==> src/rtl/pc_fetch_unit.sv <==
// Instruction-fetch stage: PC register, imem address, IF/ID pipeline register, HLT detection.
// Latency: instruction at pc lands in IF/ID one edge later; a redirect costs exactly one bubble.
// Backpressure: stall freezes pc, IF/ID and state; branch_taken overrides stall.
//
// Ports:
//   clk, rst_n                  clock, asynchronous active-low reset
//   stall                       hold request from decode
//   branch_taken/branch_target  redirect from branch control (target bit 0 ignored)
//   imem_addr/imem_data         instruction-memory address (== pc) and same-cycle data
//   pc_curr                     current pc register
//   if_id_instr/_pc_plus2/_valid  IF/ID pipeline register
//   halted                      HLT fetched, fetch stopped until reset
module pc_fetch_unit #(
    parameter logic [15:0] RESET_PC    = 16'h0000,
    parameter logic [3:0]  HALT_OPCODE = 4'hF
) (
    input  logic        clk,
    input  logic        rst_n,
    input  logic        stall,
    input  logic        branch_taken,
    input  logic [15:0] branch_target,
    output logic [15:0] imem_addr,
    input  logic [15:0] imem_data,
    output logic [15:0] pc_curr,
    output logic [15:0] if_id_instr,
    output logic [15:0] if_id_pc_plus2,
    output logic        if_id_valid,
    output logic        halted
);

    typedef enum logic {
        RUN    = 1'b0,
        HALTED = 1'b1
    } state_t;

    state_t      state, state_nxt;
    logic [15:0] pc, pc_nxt;
    logic [15:0] instr_nxt;
    logic [15:0] pp2_nxt;
    logic        valid_nxt;
    logic [15:0] pc_plus2;
    logic        is_hlt;

    // Wraps modulo 2^16; no carry out.
    assign pc_plus2 = pc + 16'd2;
    assign is_hlt   = (imem_data[15:12] == HALT_OPCODE);

    always_ff @(posedge clk or negedge rst_n) begin
        if (!rst_n) begin
            state          <= RUN;
            pc             <= RESET_PC;
            if_id_instr    <= 16'h0000;
            if_id_pc_plus2 <= 16'h0000;
            if_id_valid    <= 1'b0;
        end else begin
            state          <= state_nxt;
            pc             <= pc_nxt;
            if_id_instr    <= instr_nxt;
            if_id_pc_plus2 <= pp2_nxt;
            if_id_valid    <= valid_nxt;
        end
    end

    always_comb begin
        state_nxt = state;
        pc_nxt    = pc;
        instr_nxt = if_id_instr;
        pp2_nxt   = if_id_pc_plus2;
        valid_nxt = if_id_valid;

        if (branch_taken) begin
            // Redirect squashes whatever is being fetched, including an HLT.
            pc_nxt    = branch_target & 16'hFFFE;
            instr_nxt = 16'h0000;
            pp2_nxt   = 16'h0000;
            valid_nxt = 1'b0;
        end else if (stall) begin
            // Hold everything.
        end else if (state == HALTED) begin
            instr_nxt = 16'h0000;
            valid_nxt = 1'b0;
        end else begin
            instr_nxt = imem_data;
            pp2_nxt   = pc_plus2;
            valid_nxt = 1'b1;
            if (is_hlt) begin
                // HLT is delivered downstream but pc parks on its address.
                state_nxt = HALTED;
            end else begin
                pc_nxt = pc_plus2;
            end
        end
    end

    assign imem_addr = pc;
    assign pc_curr   = pc;
    assign halted    = (state == HALTED);

endmodule

==> config.mk <==
export PLATFORM = sky130hd
export DESIGN_NAME = pc_fetch_unit
export DESIGN_NICKNAME = d
export VERILOG_FILES = /design/src/rtl/pc_fetch_unit.sv
export SDC_FILE = /design/constraint.sdc
export NUM_CORES = 1
export LEC_CHECK = 0
export BUFFER_PORTS_ARGS = -buffer_cell sky130_fd_sc_hd__buf_2
export CAP_MARGIN = 20
export CORE_UTILIZATION = 50
export CTS_BUF_LIST = sky130_fd_sc_hd__clkbuf_8
export DETAILED_ROUTE_END_ITERATION = 10
export HOLD_SLACK_MARGIN = 0.02
export MAX_ROUTING_LAYER = met4
export PLACE_DENSITY = 0.86
export SYNTH_ARGS = -nofsm -noshare
export SYNTH_HDL_FRONTEND = slang
export SYNTH_SLANG_ARGS = --single-unit
==> constraint.sdc <==
create_clock -name clk -period 2.09 [get_ports clk]
set_input_delay 0.627 -clock clk [delete_from_list [all_inputs] [get_ports clk]]
set_output_delay 0.627 -clock clk [all_outputs]
set_load 0.03 [all_outputs]
==> impl_metrics.env, run 1 <==
export IMPL_outcome="complete, no violations"
export IMPL_rsz0062_at_grt="no"
export IMPL_grtUsageMet1_pct=26.58
export IMPL_synth_simple_gate_area_share_pct=19.19
export IMPL_port_buffers=98
export IMPL_avgViaCountPerCell=5.245
export IMPL_max_freq_ghz=0.5292
export IMPL_design_die_area_um2=5402
export IMPL_grt_busiest_layer="met2"
export IMPL_post_cts_resized=0
export IMPL_antennaDiodeCount=0
export IMPL_grt_max_degree=36
export IMPL_row_count=25
export IMPL_nNetsFinal=365
export IMPL_final_area_um2=3087
export IMPL_cts_max_level=2
export IMPL_seqCellArea_um2=1226
export IMPL_grt_use_met3_pct=5.761
export IMPL_clk_pin_slew_ps=100
export IMPL_cts_buffers=5
export IMPL_ys_seq_area_share_pct=47.97
export IMPL_synth_async_sr_flop_share_pct=100.0
export IMPL_cts_tree="built"
export IMPL_synth_compound_area_share_pct=14.05
export IMPL_tightest_slew_ps=1105
export IMPL_firstDrtPassIters=4
export IMPL_multi_input_area_um2=1107
export IMPL_avgSynthCellArea_um2=10.22
export IMPL_fillCellCount=418
export IMPL_syn_cell_area_um2=2556
export IMPL_post_route_min_period_ps=1890
export IMPL_grt_pass1_vias=1887
export IMPL_initialDrtViolationCount=78
export IMPL_clock_latency_ps=310
export IMPL_yosys_mux_area_fraction_pct=2.349
export IMPL_max_slew_margin_pct=26.18
export IMPL_worstPathMaxFanout=6
export IMPL_final_layout_size_suffix_gt1_share_pct=38.30
export IMPL_whs_ps=257.6
export IMPL_path_class="reg2reg"
export IMPL_crit_path_end_kind="flip-flop"
export IMPL_synth_xor_area_share_pct=6.853
export IMPL_synth_top_area_cell="dfrtp_1"
export IMPL_synthFlopType="dfrtp_1"
export IMPL_tns_ps=0
export IMPL_slew_viol_final=0
export IMPL_post_cts_buffers=0
export IMPL_power_leakage_nw=1.505
export IMPL_start_util_pct=53.06
export IMPL_routedWlPerCell_um=14.01
export IMPL_ios=102
export IMPL_ys_seq_elements=49
export IMPL_die_h_um=73.50
export IMPL_max_cap_violations=0
export IMPL_grtUsageMet2_pct=35.88
export IMPL_synth_top_family_by_area="simple AND/OR/NAND/NOR gates"
export IMPL_synth_warnings=0
export IMPL_critPathLaunchType="flip-flop"
export IMPL_synth_cell_types=42
export IMPL_grt_usage_pct=21.83
export IMPL_syn2layout_area_growth_pct=20.75
export IMPL_synth_top_area_share_pct=47.97
export IMPL_globalplace_congestion=0.7890
export IMPL_syn_inst=250
export IMPL_drc=0
export IMPL_power_density_nw_per_um2=649.0
export IMPL_num_vias=2077
export IMPL_setup_viol=0
export IMPL_drt_wl_total_um=5549
export IMPL_synth_area_leaders="dfrtp_1 (48%), buf_4 (5.6%), a22o_1 (5.5%)"
export IMPL_min_path_type="in2async"
export IMPL_grt_pass1_wl_um=8687
export IMPL_crit_arrival_ps=2090
export IMPL_synth_edf_count=0
export IMPL_finalHoldViolCount=0
export IMPL_required_ps=2290
export IMPL_final_period_utilization_pct=90.41
export IMPL_antenna_found_initial=0
export IMPL_dpl_instance_area_um2=2995
export IMPL_finClkSkew_ps=8.199
export IMPL_synthAdderAreaFrac_pct=0.4895
export IMPL_dp_hpwl_um=4032
export IMPL_clock_sinks=49
export IMPL_ir_drop_mv=0.2673
export IMPL_die_x_um=73.50
export IMPL_cts_hold_buf=0
export IMPL_drtAntennaViolNets=0
export IMPL_core_area_um2=4817
export IMPL_gr_total_overflow=0
export IMPL_cts_root_buf="clkbuf_8"
export IMPL_clockBufferDepth=2
report_power, final:
group / switching (mW) / total (mW) / internal, mW
registers: 0.0610 / 1.04 / 0.978
clock network: 0.325 / 0.560 / 0.235
logic: 0.271 / 0.404 / 0.134
synthesized netlist by cell type (3+ instances only):
| master | n |
|---|---|
| nor3_1 | 6 |
| a22o_1 | 16 |
| nand4_1 | 6 |
| nor2_1 | 18 |
| clkbuf_1 | 7 |
| nor4_1 | 3 |
| mux2i_1 | 6 |
| nand3_1 | 8 |
| dfrtp_1 | 49 |
| nor2b_1 | 5 |
| a22oi_1 | 4 |
| xor2_1 | 11 |
| nand2_1 | 23 |
| buf_4 | 19 |
| a211oi_1 | 11 |
| xnor2_1 | 9 |
| o21ai_0 | 11 |
| buf_2 | 8 |
final cells by class:
cell class | count | share of cell area, %
Clock inverter | 3 | 0.7296
Clock buffer | 5 | 2.229
Tap cell | 67 | 2.716
Inverter | 2 | 0.2432
Sequential cell | 49 | 39.72
Multi-Input combinational cell | 163 | 35.87
Timing Repair Buffer | 107 | 18.48
final timing paths:
check	start	endpoint	depth (start not counted)	slack [ps]
min in group clk	if_id_valid	if_id_valid	1	480
worst max register to register	imem_addr[2]	imem_addr[11]	5	200
worst max-delay path	imem_addr[2]	imem_addr[11]	5	200
worst min-delay path	rst_n	if_id_instr[14]	1	260
worst min register to register	if_id_valid	if_id_valid	1	480
max in group asynchronous	rst_n	if_id_pc_plus2[4]	2	1330
critical path: stages (launching register included):
cell     delay [ps]
dfrtp_1         430
ha_1            270
nand3_1         270
nor4b_4         490
mux2i_1         260
nand2_1          70
state kept, by name, indices dropped and copies added, names as in the netlist:
register / flops
if_id_instr: 16
if_id_pc_plus2: 16
imem_addr: 15
halted: 1
if_id_valid: 1
through the flow:
| step | util (%) | power [mW] | setup slack (ps) | cells |
|---|---|---|---|---|
| 5_1_grt | 64.08 | 2.093 | 32.48 | 396 |
| 2_1_floorplan | - | 1.365 | 220.4 | 251 |
| 3_3_place_gp | 62.18 | 1.455 | 94.51 | 388 |
| 4_1_cts | 64.08 | 2.021 | 190.8 | 396 |
| 3_5_place_dp | 62.18 | 1.463 | 77.05 | 388 |
| 6_report | 64.08 | 2.003 | 200.4 | 396 |
cells by family after synthesis:
kind of cell    Yosys count
other cells               1
compound gates           49
fa+ha+maj                 1
flops                    49
buf+inv                  39
xor+xnor                 20
simple gates             85
mux                       6
metal layers:
| metal | vias to the layer above | part of all wire [%] |
|---|---|---|
| met3 | 6 | 6.5 |
| met4 | 0 | 0.96 |
| met2 | 71 | 48 |
| met1 | 980 | 45 |
| met5 | - | 0 |
| li1 | 1020 | - |
layout by cell type (no fill, tap or decap), types with 2 or more instances in the layout:
master,instances
xor2_1,11
nor4b_4,2
buf_4,8
inv_1,2
clkbuf_8,5
dfrtp_1,49
nand4_1,6
nor3b_1,2
nand3_1,8
o21ai_0,11
a21oi_1,2
nor2_1,17
conb_1,2
mux2i_1,6
xnor2_1,9
nand2_1,23
a22o_1,16
clkinvlp_4,3
a211oi_1,11
nor3_1,6
a22oi_1,4
and3_1,2
buf_2,98
nor4_1,3
nor2b_1,5
(Power assumes the default switching activity.)
==> run 2, diff against run 1 <==
--- a/config.mk
+++ b/config.mk
@@ -5,6 +5,7 @@
 export SDC_FILE = /design/constraint.sdc
 export NUM_CORES = 1
 export LEC_CHECK = 0
+export ABC_AREA = 1
 export BUFFER_PORTS_ARGS = -buffer_cell sky130_fd_sc_hd__buf_2
 export CAP_MARGIN = 20
 export CORE_UTILIZATION = 50
@@ -12,7 +13,7 @@
 export DETAILED_ROUTE_END_ITERATION = 10
 export HOLD_SLACK_MARGIN = 0.02
 export MAX_ROUTING_LAYER = met4
-export PLACE_DENSITY = 0.86
+export PLACE_DENSITY = 0.87
 export SYNTH_ARGS = -nofsm -noshare
 export SYNTH_HDL_FRONTEND = slang
 export SYNTH_SLANG_ARGS = --single-unit
==> impl_metrics.env, run 2 <==
export IMPL_cts_max_level=2
export IMPL_dpl_cell_count=420
export IMPL_slew_viol_final=0
export IMPL_firstDrtPassIters=7
export IMPL_synth_common_cells="nand2_1 (66), dfrtp_1 (49), buf_4 (20), inv_1 (20), nand3_1 (18)"
export IMPL_gr_total_overflow=0
export IMPL_final_layout_size_suffix_gt1_share_pct=36.84
export IMPL_max_freq_ghz=0.5794
export IMPL_clk_pin_slew_ps=100
export IMPL_finalHoldViolCount=0
export IMPL_r2r_start="imem_addr[1]"
export IMPL_power_leakage_nw=1.637
export IMPL_path_class="reg2out"
export IMPL_min_path_type="in2async"
export IMPL_avgSynthCellArea_um2=9.030
export IMPL_clockBufferDepth=2
export IMPL_dpl_instance_area_um2=2928
export IMPL_synth_top_area_share_pct=49.20
export IMPL_crit_start="imem_addr[8]"
export IMPL_row_count=25
export IMPL_power_density_nw_per_um2=920.1
export IMPL_ys_seq_area_share_pct=49.20
export IMPL_final_area_um2=3065
export IMPL_syn_inst=276
export IMPL_syn2layout_area_growth_pct=22.99
export IMPL_routedWlPerCell_um=14.91
export IMPL_ios=102
export IMPL_synth_cell_types=33
export IMPL_syn_cell_area_um2=2492
export IMPL_cts_buffers=5
export IMPL_outcome="complete, no violations"
export IMPL_grt_pass1_wl_um=10510
export IMPL_worst_slack_ps=364.1
export IMPL_cp_slowest_stage_delay_ps=530
export IMPL_grt_max_degree=23
export IMPL_clock_sinks=49
export IMPL_critPathBufInv=1
export IMPL_setup_viol=0
export IMPL_design_die_area_um2=5271
export IMPL_drc=0
export IMPL_die_x_um=72.60
export IMPL_cts_tree="built"
export IMPL_worstPathMaxFanout=8
export IMPL_start_util_pct=52.42
export IMPL_rr_worst_depth=8
export IMPL_final_common_cell="buf_2"
export IMPL_post_cts_buffers=0
export IMPL_crit_arrival_ps=1100
export IMPL_synth_warnings=0
export IMPL_ir_drop_mv=0.5216
export IMPL_fin_cells=428
export IMPL_tns_ps=0
export IMPL_core_area_um2=4755
export IMPL_cts_root_buf="clkbuf_8"
export IMPL_fin_total_pwr_mw=2.821
export IMPL_post_cts_resized=0
export IMPL_synth_area_leaders="dfrtp_1 (49%), nand2_1 (9.9%), a32o_1 (6.4%)"
export IMPL_grt_pass1_vias=2250
export IMPL_dpl_worst_slack_ps=281.0
export IMPL_rsz0062_at_grt="no"
export IMPL_final_period_utilization_pct=82.58
export IMPL_globalplace_congestion=0.8589
export IMPL_critical_path_top_delay_family="flip-flops"
export IMPL_avgViaCountPerCell=5.409
export IMPL_path_cells="buf_2"
export IMPL_cts_hold_buf=0
export IMPL_required_ps=1460
export IMPL_dp_hpwl_um=4619
export IMPL_drt_wl_total_um=6381
export IMPL_crit_path_end_kind="primary output"
export IMPL_yosysMostFrequentCell="nand2_1"
export IMPL_ys_seq_elements=49
export IMPL_grt_usage_pct=27.10
export IMPL_drtAntennaViolNets=0
export IMPL_crit_end="imem_addr[8]"
export IMPL_final_cell_mix="buf_2 (98), nand2_1 (66), dfrtp_1 (49)"
export IMPL_synth_edf_count=0
export IMPL_nNetsFinal=397
export IMPL_fillCellCount=454
export IMPL_antenna_found_initial=0
export IMPL_initialDrtViolationCount=131
export IMPL_finClkSkew_ps=8.325
export IMPL_synth_top_area_cell="dfrtp_1"
export IMPL_port_buffers=98
export IMPL_antennaDiodeCount=0
export IMPL_r2r_setup_slack_ps=500
export IMPL_die_h_um=72.60
export IMPL_critPathLaunchType="flip-flop"
export IMPL_synth_async_sr_flop_share_pct=100.0
export IMPL_post_route_min_period_ps=1726
export IMPL_slowest_stage="dfrtp_1"
export IMPL_cp_depth=1
export IMPL_clock_latency_ps=310
export IMPL_synthFlopType="dfrtp_1"
export IMPL_max_cap_violations=0
export IMPL_r2r_end="imem_addr[11]"
export IMPL_num_vias=2315
-- run 2: cell count changes after synthesis, sizes merged, moves of 12 or more --
cell    delta
nand2     +44
inv       +21
a32o      +16
a22o      -15
nand3     +14
a211oi    -12
-- run 2: metrics by stage --
stage	util, %	hold slack, ps
after global placement	61.58	458.9
final	64.47	223.0
after global routing	64.47	224.6
after CTS	64.47	228.0
after floorplan	-	331.4
after detailed placement	61.58	463.0
-- run 2: area by class of cell --
cell class / instances / area [µm²] / area share, %
Clock buffer: 5 / 68.82 / 2.245
Clock inverter: 3 / 68.82 / 2.245
Inverter: 23 / 86.33 / 2.816
Multi-Input combinational cell: 177 / 996.0 / 32.49
Sequential cell: 49 / 1226 / 40.00
Tap cell: 67 / 83.83 / 2.735
Timing Repair Buffer: 104 / 535.5 / 17.47
-- run 2: worst min-delay path by stage --
stage	startpoint	end	slack (ps)	depth (start not counted)
2_1_floorplan	rst_n	halted	330	0
5_1_grt	rst_n	imem_addr[8]	220	1
4_1_cts	rst_n	if_id_instr[5]	230	1
3_3_place_gp	if_id_pc_plus2[14]	if_id_pc_plus2[14]	460	2
3_5_place_dp	if_id_pc_plus2[14]	if_id_pc_plus2[14]	460	2
6_report	rst_n	if_id_pc_plus2[1]	220	1
-- run 2: power breakdown --
group / switching, mW / internal [mW] / total [mW]
combinational: 0.596 / 0.239 / 0.835
clock: 0.339 / 0.482 / 0.821
sequential: 0.115 / 1.05 / 1.16
total: 1.05 / 1.77 / 2.82
-- run 2: logic make-up after synthesis --
group	count (synthesis)	share of synthesized area, %
simple gates	117	21.69
other cells	1	0.1505
buf+inv	51	10.99
fa+ha+maj	1	0.5019
compound gates	52	15.56
flops	49	49.20
mux	3	1.205
xor+xnor	2	0.7029
-- run 2: routing by layer --
metal  routed length (µm)  vias up  global-route usage (%)
li1                     -     1082                       -
met1                 2734     1120                   32.88
met2                 3137      102                   45.07
met3                  396       11                   5.110
met4                  113        0                   10.24
met5                    0        -                       -
